$ cat src/rtl/record_serializer.sv
// Serializes fixed-width timetag records into the FX2 sample byte stream.
// A shifter plus a one-record hold register allows records to stream with no gap between them.
module record_serializer #(
  parameter int REC_BYTES = 6,
  parameter int LSB_FIRST = 1,
  parameter int CNT_W     = 16
) (
  input  logic                   fx2_clk,
  input  logic                   reset,
  input  logic [8*REC_BYTES-1:0] record,
  input  logic                   record_valid,
  output logic                   record_ready,
  output logic [7:0]             sample,
  output logic                   sample_rdy,
  input  logic                   sample_ack,
  output logic                   busy,
  output logic [CNT_W-1:0]       records_sent
);

  localparam int REC_W = 8 * REC_BYTES;
  localparam int IDX_W = $clog2(REC_BYTES);
  localparam logic [IDX_W-1:0] LAST_IDX = IDX_W'(REC_BYTES - 1);

  typedef enum logic {IDLE, SEND} state_t;

  state_t             state_q, state_d;
  logic [REC_W-1:0]   shift_q, shift_d;
  logic [IDX_W-1:0]   idx_q, idx_d;
  logic [REC_W-1:0]   hold_q, hold_d;
  logic               hold_valid_q, hold_valid_d;
  logic [7:0]         sample_q, sample_d;
  logic [CNT_W-1:0]   cnt_q, cnt_d;

  logic accept;
  logic ack;
  logic last_ack;

  assign accept   = record_valid && !hold_valid_q;
  assign ack      = sample_ack && (state_q == SEND);
  assign last_ack = ack && (idx_q == LAST_IDX);

  // Byte index is scaled by 8 by appending three zero bits, so the select width tracks REC_W.
  function automatic logic [7:0] pick_byte(input logic [REC_W-1:0] v,
                                           input logic [IDX_W-1:0] i);
    logic [IDX_W-1:0] b;
    b = (LSB_FIRST != 0) ? i : LAST_IDX - i;
    return v[{b, 3'b000} +: 8];
  endfunction

  always_comb begin
    // NOTE: every output gets a default before any branch, so no path can infer a latch.
    state_d      = state_q;
    shift_d      = shift_q;
    idx_d        = idx_q;
    hold_d       = hold_q;
    hold_valid_d = hold_valid_q;
    cnt_d        = cnt_q;

    if (state_q == IDLE) begin
      if (accept) begin
        shift_d = record;
        idx_d   = '0;
        state_d = SEND;
      end
    end else if (ack) begin
      if (!last_ack) begin
        idx_d = idx_q + 1'b1;
      end else begin
        cnt_d = cnt_q + 1'b1;
        if (hold_valid_q) begin
          shift_d      = hold_q;
          idx_d        = '0;
          hold_valid_d = 1'b0;
        end else if (accept) begin
          shift_d = record;
          idx_d   = '0;
        end else begin
          state_d = IDLE;
        end
      end
    end

    // A record arriving while the shifter is busy parks in hold unless it was loaded directly above.
    if ((state_q == SEND) && accept && !last_ack) begin
      hold_d       = record;
      hold_valid_d = 1'b1;
    end

    sample_d = (state_d == SEND) ? pick_byte(shift_d, idx_d) : sample_q;
  end

  // NOTE: data registers are reset along with the flags so a mid-record reset leaves nothing stale.
  always_ff @(posedge fx2_clk or posedge reset) begin
    if (reset) begin
      state_q      <= IDLE;
      shift_q      <= '0;
      idx_q        <= '0;
      hold_q       <= '0;
      hold_valid_q <= 1'b0;
      sample_q     <= '0;
      cnt_q        <= '0;
    end else begin
      // NOTE: non-blocking assignments keep every flop updating from pre-edge values.
      state_q      <= state_d;
      shift_q      <= shift_d;
      idx_q        <= idx_d;
      hold_q       <= hold_d;
      hold_valid_q <= hold_valid_d;
      sample_q     <= sample_d;
      cnt_q        <= cnt_d;
    end
  end

  assign record_ready = !hold_valid_q;
  assign sample       = sample_q;
  assign sample_rdy   = (state_q == SEND);
  assign busy         = (state_q == SEND) || hold_valid_q;
  assign records_sent = cnt_q;

endmodule

$ cat config.mk
export PLATFORM = sky130hd
export DESIGN_NAME = record_serializer
export DESIGN_NICKNAME = d
export VERILOG_FILES = /design/src/rtl/record_serializer.sv
export SDC_FILE = /design/constraint.sdc
export NUM_CORES = 1
export LEC_CHECK = 0
export ABC_CLOCK_PERIOD_IN_PS = 4100
export BUFFER_PORTS_ARGS = -buffer_cell sky130_fd_sc_hd__buf_2
export CAP_MARGIN = 10
export CORE_ASPECT_RATIO = 0.8
export CORE_MARGIN = 8
export CORE_UTILIZATION = 54
export CTS_BUF_LIST = sky130_fd_sc_hd__clkbuf_4 sky130_fd_sc_hd__clkbuf_8
export CTS_CLUSTER_SIZE = 40
export DETAILED_ROUTE_END_ITERATION = 12
export GPL_TIMING_DRIVEN = 0
export MAX_ROUTING_LAYER = met4
export PLACE_DENSITY = 0.9
export RECOVER_POWER = 50
export SYNTH_ARGS = -nofsm -noshare
export SYNTH_HDL_FRONTEND = slang
export SYNTH_SLANG_ARGS = --single-unit
$ cat constraint.sdc
create_clock -name fx2_clk -period 4.1 [get_ports fx2_clk]
set_clock_uncertainty 0.2 [all_clocks]
set_input_delay 0.41 -clock fx2_clk [delete_from_list [all_inputs] [get_ports fx2_clk]]
set_output_delay 0.41 -clock fx2_clk [all_outputs]
set_load 0.01 [all_outputs]
# After elaboration in Yosys (flattened, before gate mapping)
# Index checks and enable logic that the tools add are counted.
# totals
elab_cells	43
output_inout_bits	27
ff_bits	125
in_bits	52
# op_classes
n_addsub	2
n_shift	1
n_eq_ne	1
reduce_logical	13
muxes	19
# ops
op	n
two-way mux 48 bit	5
variable part select 48 x 7 -> 8 bit	1
adder 16 x 1 -> 16 bit (second input constant)	1
two-way mux 3 bit	5
two-way mux 1 bit	9
AND reduction 3 bit	2
nonzero test 2 bit	3
logical AND 1 bit	5
adder 3 x 1 -> 3 bit (second input constant)	1
== test 3 bit (second input constant)	1
logical NOT 1 bit	2
logical OR 1 bit	1

# Logic depth before layout (Yosys ltp)
# Gate-level depths: netlist of the first run.
# logic_depth
ltp_word	8
ltp_mapped	11
ltp_nobuf	8

# Worst setup path before layout of the first run
# No wires, ideal clock.
# synth_path
kind	register -> register
start	reg idx_q[1]
end	reg sample_q[2] (netlist: sample[2])
stages_incl_launch_ff	12
setup_time_ps	131
synth_period_minus_slack_ps	2372
path_slack_ps	1728
n_path_buf	3
arrival_ps	2041
required_time_ps	3769
path_cell_list	dfrtp_1 -> inv_1 -> ha_1 -> buf_4 -> and4_1 -> buf_4 -> o22ai_4 -> buf_6 -> a221o_1 -> nand3_1 -> a21oi_1 -> or3_1
# synth_between
elab_chain_len	6
elab_cells_between_ends	15
cone_classes	1 x add/sub; 1 x eq/ne; 1 x shift; 11 x mux; 1 x reduce/logical
# synth_rtl
element	line_no	source
from (decl)	28	logic [IDX_W-1:0] idx_q, idx_d;
from (signal assigned)	106	idx_q <= idx_d;
== test 3 bit	40	assign last_ack = ack && (idx_q == LAST_IDX);
logical AND 1 bit	40	
two-way mux 48 bit	66	if (!last_ack) begin
two-way mux 48 bit	65	end else if (ack) begin
two-way mux 48 bit	59	if (state_q == IDLE) begin
net shift_d[2]	27	logic [REC_W-1:0] shift_q, shift_d;
variable part select 48 x 7 -> 8 bit	47	return v[{b, 3'b000} +: 8];
to (signal assigned)	109	sample_q <= sample_d;
to (decl)	31	logic [7:0] sample_q, sample_d;
# The timed path passes the listed nets, and every way through them passes these cells.
# A chain may end at the register's enable or synchronous reset.

# Worst setup path after layout of the first run
# layout_path
start	reg idx_q[1]
end	reg sample_q[7] (netlist: sample[7])
# Same word-level chain as after synthesis.

==> results of run 1 <==
==> layer usage <==
layer	vias up	track usage	part of all wire
met2	216	0.361	0.48
met5	-	-	0
met4	0	0.0784	0.014
li1	2242	-	-
met1	2464	0.282	0.43
met3	22	0.0677	0.079
==> per-stage QoR <==
step / total power [mW] / TNS [ns] / std cells
2_1_floorplan: 3.35 / 0 / 567
3_3_place_gp: 3.82 / -125.81 / 789
3_5_place_dp: 3.93 / 0 / 790
4_1_cts: 5.16 / 0 / 831
5_1_grt: 5.46 / 0 / 831
6_report: 5.17 / 0 / 831
==> worst min-delay path, delay by kind of cell <==
kind	cells	cell delay (ns)
AOI/OAI and AO/OA	1	0.07
and+or+nand+nor	1	0.04
buffers and inverters	1	0.09
==> cell families (layout without fill, tap and decap cells) <==
family          count (synthesis)  in the layout  share of synthesized area
simple gates                  154            154                      0.124
compound gates                132            132                      0.159
flops                         125            125                      0.534
buf+inv                        94            214                     0.0714
mux                            44             44                     0.0827
xor+xnor                       15             15                     0.0224
fa+ha+maj                       3              3                    0.00641
==> cell usage in the layout, fill, tap and decap left out, drive strengths merged, types with 6 or more instances in the layout <==
cell type / Yosys / final
a21oi: 18 / 18
a221o: 14 / 14
a221oi: 15 / 15
a32oi: 17 / 17
buf: 25 / 91
clkbuf: 17 / 52
dfrtp: 125 / 125
dlygate4sd3: 0 / 9
inv: 52 / 52
mux2: 35 / 35
mux2i: 9 / 9
nand2: 71 / 71
nand3: 19 / 19
nand4: 6 / 6
nor2: 7 / 7
nor3: 32 / 32
o21ai: 40 / 40
o22ai: 18 / 18
or3: 8 / 8
xnor2: 12 / 12
==> power by group through the flow <==
stage               combinational, mW  sequential, mW  clock (mW)
floorplan                        1.36            1.99           0
global placement                 1.81            2.01           0
detailed placement               1.89            2.05           0
CTS                              1.93            2.03        1.21
global route                     2.12            2.08        1.26
finish                           1.94            2.03        1.20
==> registers in the layout (all words and copies together), names as in the netlist <==
register      flops
idx_q             3
records_sent     16
sample            8
shift_q          48
hold_q           48
sample_rdy        1
hold_valid_q      1
==> cells in the mapped netlist, drive strengths merged, types with 8 or more instances <==
library cell    n
a32oi          17
a221o          14
dfrtp         125
mux2i           9
inv            52
clkbuf         17
o22ai          18
a21oi          18
nor3           32
buf            25
o21ai          40
mux2           35
nand2          71
a221oi         15
xnor2          12
or3             8
nand3          19
==> worst max-delay path by stage <==
stage | from | to | slack (ns) | cells past startpoint
final | idx_q[1] | sample[7] | 1.18 | 10
after detailed placement | idx_q[1] | sample[7] | 1.28 | 10
after global placement | reset | hold_q[28] | -1.01 | 2
after CTS | idx_q[1] | sample[7] | 1.25 | 10
after global routing | reset | hold_q[24] | 0.67 | 3
after floorplan | reset | hold_q[0] | 0.16 | 1
==> cell type report <==
type | count | area (µm²) | area share
inverter | 52 | 195 | 0.0280
tap | 144 | 180 | 0.0258
clock inverter | 10 | 163 | 0.0233
buffer | 42 | 223 | 0.0319
multi-input combinational | 348 | 2310 | 0.331
clock buffer | 22 | 284 | 0.0407
timing repair buffer | 88 | 492 | 0.0705
sequential | 125 | 3130 | 0.449
==> out/metrics.sh, run 1 <==
CRITICAL_PATH_CLASS='flip-flop to flip-flop'
CLOCK_PIN_SLEW_REPORTED_FOR_THE_WORST_SETUP_AND_HOLD_PATHS_AFTER_CLOCK_TREE_SYNTHESIS_NS=0.07
VDD.IR_DROP.WORST_mV=0.432
HOLDPATHSTAGES=3
FIRST_GLOBAL_VIAS=5069
DRTANTENNAVIOLNETS=0
POST-ROUTE-MIN-PERIOD_NS=2.92
ROUTE.DETAILED.VIAS_PER_INST=5.95
DIE_AREA_MM2=0.0144
REGTOREGSETUPSLACK_NS=1.18
CRIT_CHAIN='inv_1 > ha_1 > buf_4 > nand3_2 > a21oi_1 > clkbuf_1 > a221oi_1 > mux2i_1 > a2bb2oi_1 > o211ai_1'
POSTCTSHOLDBUFS=9
CTS_BUFFER_DEPTH=2
PORT_BUFFERS=78
NET-SWITCHING-POWER_mW=1.88
POSTSYNTHREGISTERBITS=125
ASYNC_RESET_FF_FRAC=1.00
FINALWORSTSETUPSLACK_NS=1.18
POSTLAYOUTCELLAREA_MM2=0.00697
TIMING.FINAL.SETUP_VIOLATIONS=0
SYNTH.YOSYS.SEQ_AREA_SHARE=0.534
PWR-SHARE-COMB=0.374
WORST_HOLD_STARTPOINT='record[14]'
SYNTH.TOP_CELL.AREA_SHARE=0.534
CLK_ROOT_BUF='clkbuf_8'
CRIT_PATH_CAPTURE_TYPE='flip-flop'
ACHIEVABLE-FREQUENCY_MHz=342
FINAL_MAX_SLEW_VIOL_COUNT=62
TIGHTESTPINTRANSITION_NS=2.35
PLACE_CONGESTION=0.912
GLOBAL_ROUTE.USAGE.TOTAL=0.230
WORSTREG2REGEND='sample[7]'
ROUTED-VIA-COUNT=4944
DRT_FIRST_PASS_ITERS=7
POST_SYNTH_EDFFS=0
MAXSLEWHEADROOM=-0.569
TYPE_OF_THE_TIGHTEST_MIN_DELAY_CHECK='input port to flip-flop'
SYNTH_FLOP_CELL='dfrtp_1'
CRIT_ARRIVAL_NS=3.03
CORE_AREA_MM2=0.0107
CTS_TREE='yes'
DRT-INITIAL-DRC-COUNT=586
CRITPATHTOPFAMILY='compound AO/OA/AOI/OAI gates'
WORST_EP_REQUIRED_TIME_NS=4.21
TIMING.HOLD.WORST_ENDPOINT='hold_q[14]'
HOLD_VIO_CNT_FINAL=0
WL_UM=15700
INSERTION_DELAY_NS=0.45
AREAGROWTHSYNTHTOFINISH_PCT=19.1
TIMING.CRITICAL_PATH.FROM_TYPE='flip-flop'
CAP_VIOLATIONS=1
GRT_START_MAX_NET_PINS=65
DIE_HEIGHT_UM=109
ROWS=34
ANTENNA_FOUND_INITIAL=0
FILLCELLCOUNT=873
GRT_SETUP_UNREPAIRED='no'
VIOLATIONS='capacitance limit, slew limit'
POWER.SEQUENTIAL.FRACTION=0.393
MAPPEDNETLISTNETS=622
FINALCOREUTILIZATION=0.650
POST_SYN_INSTANCES=567
LAYOUT.NETS=729
POWER.SWITCHING_FRACTION=0.363
FINAL.PERIOD_UTILIZATION=0.713
ANTENNADIODECOUNT=0
WIRE_PER_INST_UM=18.9
POWER_LEAKAGE_nW=3.27
CLOCK_SINKS=125
WORSTPATHMAXFANOUT=10
SYNTHTOPCELLSBYAREA='dfrtp_1 (53%), mux2_2 (6.7%), nand2_1 (4.5%)'
DIE_X_UM=132
STATUS='finished, violations left'
WORST_PATH_MAX_DELAY_CELL='clkbuf_1'
FINAL_LAYOUT_SIZE_SUFFIX_GT1_FRAC=0.240
POST-CTS-SETUP-BUFFER-COUNT=0
GRT_FIRST_PASS_WIRELENGTH_UM=25600
CTS_HTREE_LEVELS=4
AREA_POST_PLACEMENT_MM2=0.00646
PLACE_WS_NS=1.28
PLACE.DETAILED.HPWL_UM=11200
SYNTH.LIB_CELLS_USED.DISTINCT=44
SYNTHESIS.AREA_PER_INSTANCE_UM2=10.3
SYNTH_TOP_CELL_BY_AREA='dfrtp_1'
DETAIL_ROUTE.DRC_VIOLATIONS=0
IO_PINS=79
CLOCK_POWER_SHARE=0.233
SYNTH.CELL_AREA_MM2=0.00585
POWER-PER-CELL-AREA_mW_PER_MM2=742
INTERNAL-POWER_mW=3.30
WORST-PATH-BUF-INV=3
CTS_BUFFER_COUNT=17
CTS_RESIZED=0
CRITICAL_PATH.MAX_STAGE_DELAY_NS=0.42
FIN_HOLD_WS_NS=0.0126
REG2REGPATHDEPTH=10
WORST_R2R_STARTPOINT='idx_q[1]'
SYNTH_WARNINGS=0
GRT.OVERFLOW.TOTAL=0
FLOORPLAN.INITIALDENSITY=0.546
Power figures use the tool's default switching activity.
==> inputs of run 2 (changes only) <==
- ABC_CLOCK_PERIOD_IN_PS: 4100 -> 2900
- CORE_UTILIZATION: 54 -> 58
- PLACE_DENSITY: 0.9 -> 0.91
- clock period: 4.1 -> 2.9 ns (I/O delays scaled with it)
==> out/metrics.sh, run 2 (synthesis results as in run 1) <==
PLACE_WS_NS=0.125  # was 1.28 ns
ANTENNA_FOUND_INITIAL=0  # unchanged
CRITPATHMOSTFREQUENTCELL='buf_4'
INSTANCES_NO_FILL=868  # was 831
FIN_HOLD_WS_NS=0.283  # was 0.0126 ns
DIE_HEIGHT_UM=106  # was 109 µm
CRIT_PATH_CAPTURE_TYPE='flip-flop'  # unchanged
GRT_SETUP_UNREPAIRED='yes'  # was no
HOLDPATHSTAGES=5  # was 3
TYPE_OF_THE_TIGHTEST_MIN_DELAY_CHECK='input port to flip-flop'  # unchanged
TIMING.CRITICAL_PATH.FROM_TYPE='flip-flop'  # unchanged
CRITPATHTOPFAMILY='compound AO/OA/AOI/OAI gates'  # unchanged
CTS_TREE='yes'  # unchanged
ROUTED-VIA-COUNT=5295  # was 4944
ROWS=32  # was 34
GRT.OVERFLOW.TOTAL=0  # unchanged
DRTANTENNAVIOLNETS=0  # unchanged
WIRE_PER_INST_UM=19.8  # was 18.9 µm
CLOCK_PIN_SLEW_REPORTED_FOR_THE_WORST_SETUP_AND_HOLD_PATHS_AFTER_CLOCK_TREE_SYNTHESIS_NS=0.08  # was 0.07 ns
CLOCK_SINKS=125  # unchanged
FINAL.PERIOD_UTILIZATION=0.975  # was 0.713
AREAGROWTHSYNTHTOFINISH_PCT=27.2  # was 19.1%
REG2REGPATHDEPTH=11  # was 10
CRITICAL_PATH_CLASS='flip-flop to flip-flop'  # unchanged
ROUTE.DETAILED.VIAS_PER_INST=6.10  # was 5.95
GRT_START_MAX_NET_PINS=45  # was 65
WORSTSETUPPATHDEPTH=11  # was 10
DETAIL_ROUTE.DRC_VIOLATIONS=0  # unchanged
FLOORPLAN.INITIALDENSITY=0.602  # was 0.546
ANTENNADIODECOUNT=0  # unchanged
CTS_HTREE_LEVELS=4  # unchanged
CRITICAL_PATH.MAX_STAGE_DELAY_NS=0.42  # about the same
WORST_PATH_MAX_DELAY_CELL='dfrtp_1'  # was clkbuf_1
FINAL_MAX_SLEW_VIOL_COUNT=42  # was 62
DRT-INITIAL-DRC-COUNT=544  # was 586
WORST-PATH-BUF-INV=4  # was 3
FINAL_COMMON_CELL='dfrtp_1'  # unchanged
CLK_ROOT_BUF='clkbuf_8'  # unchanged
TIMING.FINAL.SETUP_VIOLATIONS=0  # unchanged
PLACE.DETAILED.INSTANCES=783  # was 790
DIE_X_UM=128  # was 132 µm
DRT_FIRST_PASS_ITERS=5  # was 7
STATUS='finished, violations left'  # unchanged
HOLD_VIO_CNT_FINAL=0  # unchanged
CRIT_ARRIVAL_NS=2.94  # was 3.03 ns
IO_PINS=79  # unchanged
MAXSLEWHEADROOM=-0.142  # was -0.569
CRIT_CHAIN='inv_1 > ha_1 > buf_4 > and3_1 > buf_4 > nand2_2 > o21a_1 > clkbuf_1 > o21ai_0 > a21oi_1 > or3_1'  # was inv_1 > ha_1 > buf_4 > nand3_2 > a21oi_1 > clkbuf_1 > a221oi_1 > mux2i_1 > a2bb2oi_1 > o211ai_1
INSERTION_DELAY_NS=0.44  # was 0.45 ns
LAYOUT.CELLS.MOST_COMMON_LIST='dfrtp_1 (125), nand2_1 (70), buf_2 (66)'  # was dfrtp_1 (125), buf_2 (80), nand2_1 (70)
PLACE_CONGESTION=0.918  # was 0.912
PLACE.DETAILED.HPWL_UM=11200  # about the same
GLOBAL_ROUTE.USAGE.TOTAL=0.267  # was 0.230
CTS_BUFFER_COUNT=17  # unchanged
GRT_FIRST_PASS_WIRELENGTH_UM=27700  # was 25600 µm
AREA_POST_PLACEMENT_MM2=0.00646  # about the same
FIRST_GLOBAL_VIAS=5461  # was 5069
FINALWORSTSETUPSLACK_NS=0.0724  # was 1.18 ns
CORE_AREA_MM2=0.00973  # was 0.0107 mm²
TIGHTESTPINTRANSITION_NS=1.70  # was 2.35 ns
VIOLATIONS='capacitance limit, slew limit'  # unchanged
WL_UM=17200  # was 15700 µm
LAYOUT.NETS=774  # was 729
POWER_LEAKAGE_nW=3.43  # was 3.27 nW
FILLCELLCOUNT=617  # was 873
FINAL_LAYOUT_SIZE_SUFFIX_GT1_FRAC=0.224  # was 0.240
CAP_VIOLATIONS=1  # unchanged
ACHIEVABLE-FREQUENCY_MHz=354  # was 342 MHz
VDD.IR_DROP.WORST_mV=0.594  # was 0.432 mV
POSTLAYOUTCELLAREA_MM2=0.00744  # was 0.00697 mm²
WORST_EP_REQUIRED_TIME_NS=3.01  # was 4.21 ns
CTS_BUFFER_DEPTH=2  # unchanged
POST-ROUTE-MIN-PERIOD_NS=2.83  # was 2.92 ns
POWER-PER-CELL-AREA_mW_PER_MM2=1030  # was 742 mW/mm²
WORSTPATHMAXFANOUT=10  # unchanged
PORT_BUFFERS=78  # unchanged
DIE_AREA_MM2=0.0136  # was 0.0144 mm²
-- run 2: through the flow --
| stage | power, mW | util | setup TNS (ns) |
|---|---|---|---|
| finish | 7.67 | 0.765 | 0 |
| global route | 8.03 | 0.765 | -0.0101 |
| CTS | 7.54 | 0.767 | 0 |
| detailed placement | 5.58 | 0.664 | 0 |
| global placement | 5.40 | 0.660 | 0 |
| floorplan | 4.73 | - | 0 |
-- run 2: final cells by class --
cell class,count,area (µm²),area share
sequential,125,3130,0.420
multi-input combinational,348,2320,0.311
timing repair buffer,133,897,0.121
clock buffer,22,297,0.0398
buffer,42,233,0.0313
clock inverter,10,208,0.0279
inverter,52,196,0.0264
tap,136,170,0.0229
-- run 2: repair_timing --
| action | CTS | global route |
|---|---|---|
| setup buffers | 0 | 3 |
| hold buffers | 50 | 0 |
| setup endpoints to repair | 0 | 8 |
| endpoints found under the hold margin | 130 | 0 |
| resized for setup | 0 | 11 |
-- run 2: layer usage --
metal	vias to the layer above	wire length [µm]	track usage
li1	2334	-	-
met3	54	1660	0.0775
met2	322	8240	0.416
met1	2585	6790	0.322
met5	-	0	-
met4	0	497	0.101
-- run 2: final timing paths --
kind,from,end,slack [ns]
max,idx_q[1],sample[6],0.07
min,sample_ack,idx_q[2],0.28
max reg2reg,idx_q[1],sample[6],0.07
min reg2reg,records_sent[15],records_sent[15],0.29
max in group asynchronous,reset,sample[1],0.50
min in group asynchronous,reset,records_sent[4],0.61
-- run 2: worst reg2reg max path, stage by stage, from the launching register on --
cell      delay [ns]
dfrtp_1         0.42
inv_1           0.14
ha_1            0.16
buf_4           0.16
and3_1          0.16
buf_4           0.16
nand2_2         0.09
o21a_1          0.28
clkbuf_1        0.21
o21ai_0         0.31
a21oi_1         0.12
or3_1           0.30
-- run 2: where the power goes --
group | leakage (nW) | switching (mW) | internal, mW
registers | 1.50 | 0.404 | 2.50
clock network | 0.245 | 0.692 | 1.21
logic | 1.68 | 1.67 | 1.19
==> inputs of run 3 (changes only) <==
- SETUP_SLACK_MARGIN: unset -> 0.5
==> out/metrics.sh, run 3 (synthesis results as in run 1) <==
ANTENNA_FOUND_INITIAL=0  # unchanged
WORST_HOLD_STARTPOINT='record_valid'  # was sample_ack
CRIT_PATH_CAPTURE_TYPE='flip-flop'  # unchanged
FINAL_MAX_SLEW_VIOL_COUNT=40  # was 42
PLACE_CONGESTION=0.918  # unchanged
TIMING.CRITICAL_PATH.FROM_TYPE='flip-flop'  # unchanged
VDD.IR_DROP.WORST_mV=0.621  # was 0.594 mV
LAYOUT.NETS=786  # was 774
GRT_SETUP_UNREPAIRED='yes'  # unchanged
DIE_HEIGHT_UM=106  # unchanged
PLACE.DETAILED.INSTANCES=783  # unchanged
MULTI_INPUT_COMB_AREA_MM2=0.00253  # was 0.00232 mm²
CRITICAL_PATH.MAX_STAGE_DELAY_NS=0.44  # was 0.42 ns
FIRST_GLOBAL_VIAS=5624  # was 5461
CTS_BUFFER_COUNT=17  # unchanged
FINALSETUPTNS_NS=0  # unchanged
CTS_HTREE_LEVELS=4  # unchanged
PORT_BUFFERS=78  # unchanged
WORSTSETUPPATHDEPTH=11  # unchanged
STATUS='finished, violations left'  # unchanged
AREAGROWTHSYNTHTOFINISH_PCT=34.0  # was 27.2%
CRITPATHTOPFAMILY='compound AO/OA/AOI/OAI gates'  # unchanged
CRIT_CHAIN='inv_2 > ha_4 > buf_6 > and4_4 > buf_6 > o22ai_4 > buf_4 > a221oi_1 > mux2i_1 > a2bb2oi_1 > o211ai_1'  # was inv_1 > ha_1 > buf_4 > and3_1 > buf_4 > nand2_2 > o21a_1 > clkbuf_1 > o21ai_0 > a21oi_1 > or3_1
FINAL-SEQ-AREA_MM2=0.00313  # unchanged
CRIT_ARRIVAL_NS=2.73  # was 2.94 ns
DIE_AREA_MM2=0.0136  # unchanged
PLACE.DETAILED.HPWL_UM=11200  # unchanged
TIMING.FINAL.SETUP_VIOLATIONS=0  # unchanged
REG2REGPATHDEPTH=11  # unchanged
CTS_TREE='yes'  # unchanged
DETAIL_ROUTE.DRC_VIOLATIONS=0  # unchanged
FILLCELLCOUNT=532  # was 617
INSTANCES_NO_FILL=880  # was 868
GLOBAL_ROUTE.USAGE.TOTAL=0.281  # was 0.267
POWER_LEAKAGE_nW=3.59  # was 3.43 nW
DRT-INITIAL-DRC-COUNT=691  # was 544
VIOLATIONS='capacitance limit, slew limit'  # unchanged
MAXSLEWHEADROOM=-0.227  # was -0.142
WIRE_PER_INST_UM=20.9  # was 19.8 µm
CLOCK_SINKS=125  # unchanged
WORST_PATH_MAX_DELAY_CELL='a221oi_1'  # was dfrtp_1
WORST_EP_REQUIRED_TIME_NS=3.04  # was 3.01 ns
CORE_AREA_MM2=0.00973  # unchanged
POST-ROUTE-MIN-PERIOD_NS=2.59  # was 2.83 ns
WORSTREG2REGEND='sample[7]'  # was sample[6]
ROUTED-VIA-COUNT=5423  # was 5295
WL_UM=18400  # was 17200 µm
CLOCK_PIN_SLEW_REPORTED_FOR_THE_WORST_SETUP_AND_HOLD_PATHS_AFTER_CLOCK_TREE_SYNTHESIS_NS=0.07  # was 0.08 ns
POWER-PER-CELL-AREA_mW_PER_MM2=1040  # was 1030 mW/mm²
CRITICAL_PATH_CLASS='flip-flop to flip-flop'  # unchanged
CLK_ROOT_BUF='clkbuf_8'  # unchanged
FLOORPLAN.INITIALDENSITY=0.602  # unchanged
WORST_R2R_STARTPOINT='idx_q[1]'  # unchanged
ROUTE.DETAILED.VIAS_PER_INST=6.16  # was 6.10
GRT_START_MAX_NET_PINS=45  # unchanged
CTS_BUFFER_DEPTH=2  # unchanged
DRT_FIRST_PASS_ITERS=5  # unchanged
LAYOUT.CELLS.MOST_COMMON_LIST='dfrtp_1 (125), nand2_1 (69), buf_2 (60)'  # was dfrtp_1 (125), nand2_1 (70), buf_2 (66)
ACHIEVABLE-FREQUENCY_MHz=387  # was 354 MHz
FINAL.PERIOD_UTILIZATION=0.892  # was 0.975
IO_PINS=79  # unchanged
TIGHTESTPINTRANSITION_NS=1.83  # was 1.70 ns
CRITPATHMOSTFREQUENTCELL='buf_6'  # was buf_4
GRT.OVERFLOW.TOTAL=0  # unchanged
WORSTPATHMAXFANOUT=7  # was 10
GRT_FIRST_PASS_WIRELENGTH_UM=29000  # was 27700 µm
HOLD_VIO_CNT_FINAL=0  # unchanged
FINAL_LAYOUT_SIZE_SUFFIX_GT1_FRAC=0.293  # was 0.224
INSERTION_DELAY_NS=0.44  # about the same
DRTANTENNAVIOLNETS=0  # unchanged
WORST_SETUP_PATH_ENDPOINT='sample[7]'  # was sample[6]
CAP_VIOLATIONS=1  # unchanged
ANTENNADIODECOUNT=0  # unchanged
HOLDPATHSTAGES=4  # was 5
WORST-PATH-BUF-INV=4  # unchanged
TYPE_OF_THE_TIGHTEST_MIN_DELAY_CHECK='input port to flip-flop'  # unchanged
TIMING.CRITICAL_PATH.FROM='idx_q[1]'  # unchanged
ROWS=32  # unchanged
REGTOREGSETUPSLACK_NS=0.31  # was 0.07 ns
FINALPOWER_mW=8.15  # was 7.67 mW
DIE_X_UM=128  # unchanged
FINAL_COMMON_CELL='dfrtp_1'  # unchanged
[run 3: area by class of cell]
class / instances / share of cell area
timing repair buffer: 145 / 0.130
clock buffer: 22 / 0.0378
tap: 136 / 0.0217
sequential: 125 / 0.399
multi-input combinational: 348 / 0.322
clock inverter: 10 / 0.0265
buffer: 42 / 0.0384
inverter: 52 / 0.0250
[run 3: tightest hold or removal path: stages]
cell and delay (ns):
buf_2 0.15, nor2b_4 0.21, a21oi_4 0.09, inv_1 0.06
[run 3: worst min path at each step]
stage                                  end  slack, ns
after floorplan                  hold_q[0]       0.21
after global placement    records_sent[15]       0.26
after detailed placement  records_sent[15]       0.27
after CTS                       sample_rdy       0.22
after global routing            sample_rdy       0.22
final                           sample_rdy       0.20
[run 3: layer usage]
metal  track usage  routed length [µm]  up-vias
met5             -                   0        -
met4         0.111                 540        0
met3        0.0705                1530       64
met2         0.442                8990      321
met1         0.342                7310     2680
li1              -                   -     2358
[run 3: report_power, final]
| part | total, mW | internal [mW] | switching [mW] |
|---|---|---|---|
| clock | 1.90 | 1.21 | 0.686 |
| sequential | 2.91 | 2.50 | 0.411 |
| combinational | 3.34 | 1.44 | 1.89 |
| total | 8.15 | 5.16 | 2.99 |
[run 3: metrics by stage]
stage          hold slack [ns]  setup slack [ns]   util  instance area, µm²
6_report                 0.204             0.313  0.806                7840
4_1_cts                  0.224             0.380  0.790                7680
3_3_place_gp             0.256             0.167  0.660                6420
3_5_place_dp             0.270             0.125  0.664                6460
2_1_floorplan            0.207             0.528      -                5860
5_1_grt                  0.218             0.245  0.806                7840
[run 3: repair_timing]
item | in CTS | in global routing
hold buffers | 50 | 0
endpoints found under the hold margin | 127 | 0
cloned | 4 | 0
buffers inserted | 7 | 4
resized for setup | 51 | 51
setup endpoints to repair | 44 | 61
pin swaps | 13 | 15
